[config.mk]
export PLATFORM = sky130hd
export DESIGN_NAME = cpu_sequencer
export DESIGN_NICKNAME = d
export VERILOG_FILES = /design/src/rtl/cpu_pkg.sv /design/src/rtl/cpu_sequencer.sv
export SDC_FILE = /design/constraint.sdc
export NUM_CORES = 1
export LEC_CHECK = 0
export CORE_MARGIN = 1.5
export CORE_UTILIZATION = 47
export CTS_CLUSTER_DIAMETER = 30
export CTS_CLUSTER_SIZE = 10
export DETAILED_ROUTE_END_ITERATION = 6
export PLACE_DENSITY = 0.86
export SKIP_LAST_GASP = 1
export SLEW_MARGIN = 20
export SYNTH_ARGS = -nofsm -noshare
export SYNTH_HDL_FRONTEND = slang
export SYNTH_SLANG_ARGS = --single-unit
[constraint.sdc]
create_clock -name clk -period 5 [get_ports clk]
set_input_delay 1.25 -clock clk [delete_from_list [all_inputs] [get_ports clk]]
set_output_delay 1.25 -clock clk [all_outputs]
set_load 0.01 [all_outputs]
[src/rtl/cpu_pkg.sv]
// Shared definitions for the 8-bit RISC CPU: opcodes, sequencer phases and opcode classification.
// Used by the sequencer, instruction register and ALU blocks.
package cpu_pkg;

  localparam int OPC_W   = 3;
  localparam int PHASE_W = 3;

  typedef enum logic [OPC_W-1:0] {
    OP_HLT = 3'd0,
    OP_SKZ = 3'd1,
    OP_ADD = 3'd2,
    OP_AND = 3'd3,
    OP_XOR = 3'd4,
    OP_LDA = 3'd5,
    OP_STO = 3'd6,
    OP_JMP = 3'd7
  } opcode_e;

  // The encoding of the eight running phases equals the debug phase index.
  typedef enum logic [3:0] {
    INST_ADDR  = 4'd0,
    INST_FETCH = 4'd1,
    INST_LOAD  = 4'd2,
    IDLE       = 4'd3,
    OP_ADDR    = 4'd4,
    OP_FETCH   = 4'd5,
    ALU_OP     = 4'd6,
    STORE      = 4'd7,
    HALTED     = 4'd8
  } phase_e;

  function automatic logic is_aluop(input opcode_e op);
    return (op == OP_ADD) || (op == OP_AND) || (op == OP_XOR) || (op == OP_LDA);
  endfunction

endpackage

[src/rtl/cpu_sequencer.sv]
// Eight-phase instruction controller: FSM plus INST_FETCH wait counter.
// Optional single-step control in INST_ADDR is enabled by defining SEQ_SINGLE_STEP_EN.
module cpu_sequencer
  import cpu_pkg::*;
#(
  parameter int OP_W        = 3,
  parameter int WAIT_STATES = 0
) (
  input  logic            clk,
  input  logic            rst_n,
  input  logic [OP_W-1:0] opcode,
  input  logic            zero,
`ifdef SEQ_SINGLE_STEP_EN
  input  logic            step_mode,
  input  logic            step,
`endif
  output logic            addr_sel,
  output logic            mem_rd,
  output logic            mem_wr,
  output logic            data_en,
  output logic            ld_ir,
  output logic            ld_acc,
  output logic            alu_to_acc,
  output logic            pc_ld,
  output logic            skip_signal,
  output logic            jump,
  output logic            halt,
  output logic [2:0]      phase
);

  localparam logic [2:0] WS = 3'(WAIT_STATES);

  phase_e     state_q, state_d;
  opcode_e    op_q;
  logic [2:0] wait_q;
  logic       aluop;

  assign aluop = is_aluop(op_q);

  // NOTE: registered state uses non-blocking assignments so every flop samples pre-edge values.
  always_ff @(posedge clk or negedge rst_n) begin
    if (!rst_n) begin
      state_q <= INST_ADDR;
      op_q    <= OP_HLT;
      wait_q  <= 3'd0;
    end else begin
      state_q <= state_d;
      if (state_q == IDLE) op_q <= opcode_e'(opcode[OPC_W-1:0]);
      // Held at zero outside INST_FETCH, so each fetch starts a fresh count.
      if (state_q != INST_FETCH) wait_q <= 3'd0;
      else if (wait_q != WS)     wait_q <= wait_q + 3'd1;
    end
  end

  // NOTE: state_d gets a default before the case so no path leaves it unassigned (no latch).
  always_comb begin
    state_d = state_q;
    case (state_q)
`ifdef SEQ_SINGLE_STEP_EN
      INST_ADDR:  if (!step_mode || step) state_d = INST_FETCH;
`else
      INST_ADDR:  state_d = INST_FETCH;
`endif
      INST_FETCH: if (wait_q == WS) state_d = INST_LOAD;
      INST_LOAD:  state_d = IDLE;
      IDLE:       state_d = OP_ADDR;
      OP_ADDR:    state_d = (op_q == OP_HLT) ? HALTED : OP_FETCH;
      OP_FETCH:   state_d = ALU_OP;
      ALU_OP:     state_d = STORE;
      STORE:      state_d = INST_ADDR;
      HALTED:     state_d = HALTED;
      default:    state_d = INST_ADDR;
    endcase
  end

  always_comb begin
    addr_sel    = 1'b0;
    mem_rd      = 1'b0;
    mem_wr      = 1'b0;
    data_en     = 1'b0;
    ld_ir       = 1'b0;
    ld_acc      = 1'b0;
    alu_to_acc  = 1'b0;
    pc_ld       = 1'b0;
    skip_signal = 1'b0;
    jump        = 1'b0;
    halt        = 1'b0;
    phase       = state_q[2:0];
    case (state_q)
      INST_ADDR: addr_sel = 1'b1;
      INST_FETCH: begin
        addr_sel = 1'b1;
        mem_rd   = 1'b1;
      end
      INST_LOAD, IDLE: begin
        addr_sel = 1'b1;
        mem_rd   = 1'b1;
        ld_ir    = 1'b1;
      end
      OP_ADDR: begin
        // zero is only looked at here; SKZ and JMP are exclusive so skip/jump never overlap.
        pc_ld       = (op_q != OP_HLT);
        skip_signal = (op_q == OP_SKZ) && zero;
        jump        = (op_q == OP_JMP);
      end
      OP_FETCH: mem_rd = aluop;
      ALU_OP: begin
        mem_rd     = aluop;
        ld_acc     = aluop;
        alu_to_acc = (op_q != OP_LDA);
        data_en    = (op_q == OP_STO);
      end
      STORE: begin
        data_en = (op_q == OP_STO);
        mem_wr  = (op_q == OP_STO);
      end
      HALTED: begin
        halt  = 1'b1;
        phase = 3'd4;
      end
      default: ;
    endcase
  end

endmodule

==> flow_metrics.env <==
export IMPL_critical_path_max_stage_delay_ns=0.53
export IMPL_hold_depth=2
export IMPL_coreArea_um2=1170
export IMPL_min_path_type="reg -> reg"
export IMPL_track_usage_pct=19.4
export IMPL_grt_max_degree=14
export IMPL_r2r_slack_ns=3.49
export IMPL_stdcell_area_um2=828
export IMPL_rsz0062_at_grt="false"
export IMPL_syn_area_um2=624
export IMPL_grt_pass1_wl_um=1890
export IMPL_yosysUniqueCellTypes=28
export IMPL_die_area_um2=1560
export IMPL_crit_path_max_fanout=1
export IMPL_crit_buf_inv=2
export IMPL_wl_um=1210
export IMPL_hold_ws_ns=0.562
export IMPL_clockRootBuffer="clkbuf_4"
export IMPL_drc_errors=0
export IMPL_final_min_clock_period_ns=3.68
export IMPL_rr_endpoint="op_q[1]"
export IMPL_cts_tree="yes"
export IMPL_ctsLongestPathBuffers=2
export IMPL_drt_iter0_drc=10
export IMPL_crit_family="buffers and inverters"
export IMPL_synth_nets=76
export IMPL_critPathLaunch="zero"
export IMPL_crit_top_cell="clkdlybuf4s50_1"
export IMPL_postSynthAreaPerCell_um2=9.18
export IMPL_clk_insertion_delay_late_ns=0.26
export IMPL_crit_required_ns=3.75
export IMPL_reg2reg_from="state_q[0]"
export IMPL_numCtsBuffers=3
export IMPL_p_per_area_nw_per_um2=545
export IMPL_finalSetupViolCount=0
export IMPL_fmax_ghz=0.271
export IMPL_outcome="completed"
export IMPL_power_static_leakage_uw=0.000342
export IMPL_hold_violations=0
export IMPL_die_w_um=39.4
export IMPL_path_cells="clkdlybuf4s50_1, and4bb_1, clkdlybuf4s50_1"
export IMPL_cp_num_cells=3
export IMPL_postCtsSetupBuffers=0
export IMPL_ir_drop_uv=369
export IMPL_wl_per_cell_um=12.4
export IMPL_r2r_worst_path_cells=3
export IMPL_ys_ff_latch=10
export IMPL_htree_levels=1
export IMPL_syn2layout_area_growth_pct=32.7
export IMPL_tightest_slew_ns=0.445
export IMPL_ant_nets=0
export IMPL_io_buffers=19
export IMPL_drtPass1Iterations=4
export IMPL_slew_headroom_pct=70.2
export IMPL_cp_start_kind="primary input"
export IMPL_vias_per_cell=5.42
export IMPL_first_global_vias=447
export IMPL_fillers=97
export IMPL_io_pin_count=20
export IMPL_maxSlewViolCount=0
export IMPL_place_gp_congestion=0.819
export IMPL_final_core_util_pct=70.7
export IMPL_hold_buffers=0
export IMPL_start_util_pct=53.3
export IMPL_endpoint="skip_signal"
export IMPL_synth_cells=68
export IMPL_worstPathArrival_ns=2.43
export IMPL_finalPower_uw=452
export IMPL_yosysWarnings=0
export IMPL_antenna_found_initial=0
export IMPL_post_route_period_util_pct=73.7
export IMPL_clock_skew_ns=0.0122
export IMPL_clock_sinks=10
export IMPL_fp_row_count=12
export IMPL_nets=94
export IMPL_cts_resized=0
export IMPL_dpl_cell_area_um2=806
export IMPL_fp_dieH_um=39.4
export IMPL_cts_clk_slew_worst_paths_ns=0.07
export IMPL_final_layout_size_suffix_gt1_share_pct=9.52
export IMPL_maxCapViolCount=0
export IMPL_slowest_stage="clkdlybuf4s50_1"
export IMPL_gr_total_overflow=0
export IMPL_yosysSeqAreaShare_pct=40.1
export IMPL_num_antenna_cells=0
export IMPL_critPathCaptureType="output pin"
export IMPL_via_count=531
export IMPL_setup_tns_ns=0
export IMPL_path_class="in -> out"
==> per-stage QoR <==
stage / setup slack [ns] / std cells
after detailed placement: 1.33 / 95
after CTS: 1.33 / 98
after global placement: 1.35 / 95
final: 1.32 / 98
after floorplan: 2.28 / 68
after global routing: 1.30 / 98
==> placed cells by master, fill, tap and decap left out, drive strengths merged, types with 2 or more instances in the layout <==
| cell type | instances |
|---|---|
| mux2 | 3 |
| nor3 | 3 |
| nor2b | 3 |
| clkdlybuf4s50 | 19 |
| dfrtp | 10 |
| inv | 4 |
| mux2i | 3 |
| a211oi | 3 |
| nor2 | 9 |
| ha | 2 |
| nand2 | 5 |
| clkbuf | 3 |
| nand2b | 3 |
==> worst register-to-register path: cells and delay by family, from the launching register on <==
kind,cells,cell delay (ns)
simple gates,2,0.48
mux,1,0.39
flops,1,0.50
==> worst min path at each step <==
stage | start | end
final | wait_q[2] | wait_q[2]
after global routing | wait_q[1] | wait_q[1]
after CTS | wait_q[2] | wait_q[2]
after detailed placement | wait_q[2] | wait_q[2]
after global placement | wait_q[2] | wait_q[2]
after floorplan | wait_q[2] | wait_q[2]
==> routing by layer <==
metal	GRT usage (%)	vias to the layer above	share of wire, %
met3	10.2	0	5.4
li1	-	268	-
met2	26.6	14	45
met5	0	-	0
met4	5.17	0	0
met1	26.2	249	50
==> logic make-up (layout without fill, tap and decap cells) <==
kind of cell	after synthesis	after routing	synth area share, %
buffers and inverters	10	26	6.61
flip-flops	10	10	40.1
AO/OA/AOI/OAI	9	9	10.4
AND/OR/NAND/NOR	29	29	25.9
multiplexers	6	6	10.2
adder cells (fa/ha/maj)	2	2	4.01
XOR/XNOR	2	2	2.81
==> registers in the layout, indices dropped and copies added (netlist names) <==
signal,cells
op_q,3
state_q,4
wait_q,3
==> Yosys cell counts <==
library cell / n / area, um^2
a211oi_1: 3 / 22.5
a21oi_1: 1 / 5.00
a311oi_1: 1 / 8.76
and2_1: 1 / 6.26
and4bb_1: 1 / 12.5
buf_2: 3 / 15.0
clkbuf_1: 3 / 11.3
dfrtp_1: 10 / 250
ha_1: 2 / 25.0
inv_1: 4 / 15.0
mux2_2: 3 / 33.8
mux2i_1: 3 / 30.0
nand2_1: 5 / 18.8
nand2b_1: 2 / 12.5
nand2b_4: 1 / 13.8
nand3_1: 1 / 5.00
nor2_1: 9 / 33.8
nor2b_1: 3 / 18.8
nor3_1: 3 / 15.0
nor3b_1: 1 / 7.51
nor4_1: 1 / 6.26
o21ai_0: 1 / 5.00
o22ai_1: 1 / 6.26
o31a_1: 1 / 8.76
o41ai_1: 1 / 8.76
or3_4: 1 / 11.3
xnor2_1: 1 / 8.76
xor2_1: 1 / 8.76
==> power by group <==
part,total (uW),switching (uW),internal [uW]
clock network,52.9,25.3,27.7
logic,232,98.4,134
registers,167,59.9,107
==> cell type report <==
cell class / count / area, um^2 / area share (%)
timing repair buffer: 19 / 190 / 23.0
sequential: 10 / 250 / 30.2
tap: 14 / 17.5 / 2.11
clock buffer: 3 / 22.5 / 2.72
multi-input combinational: 48 / 333 / 40.2
inverter: 4 / 15.0 / 1.81
Power figures use the tool's default switching activity.
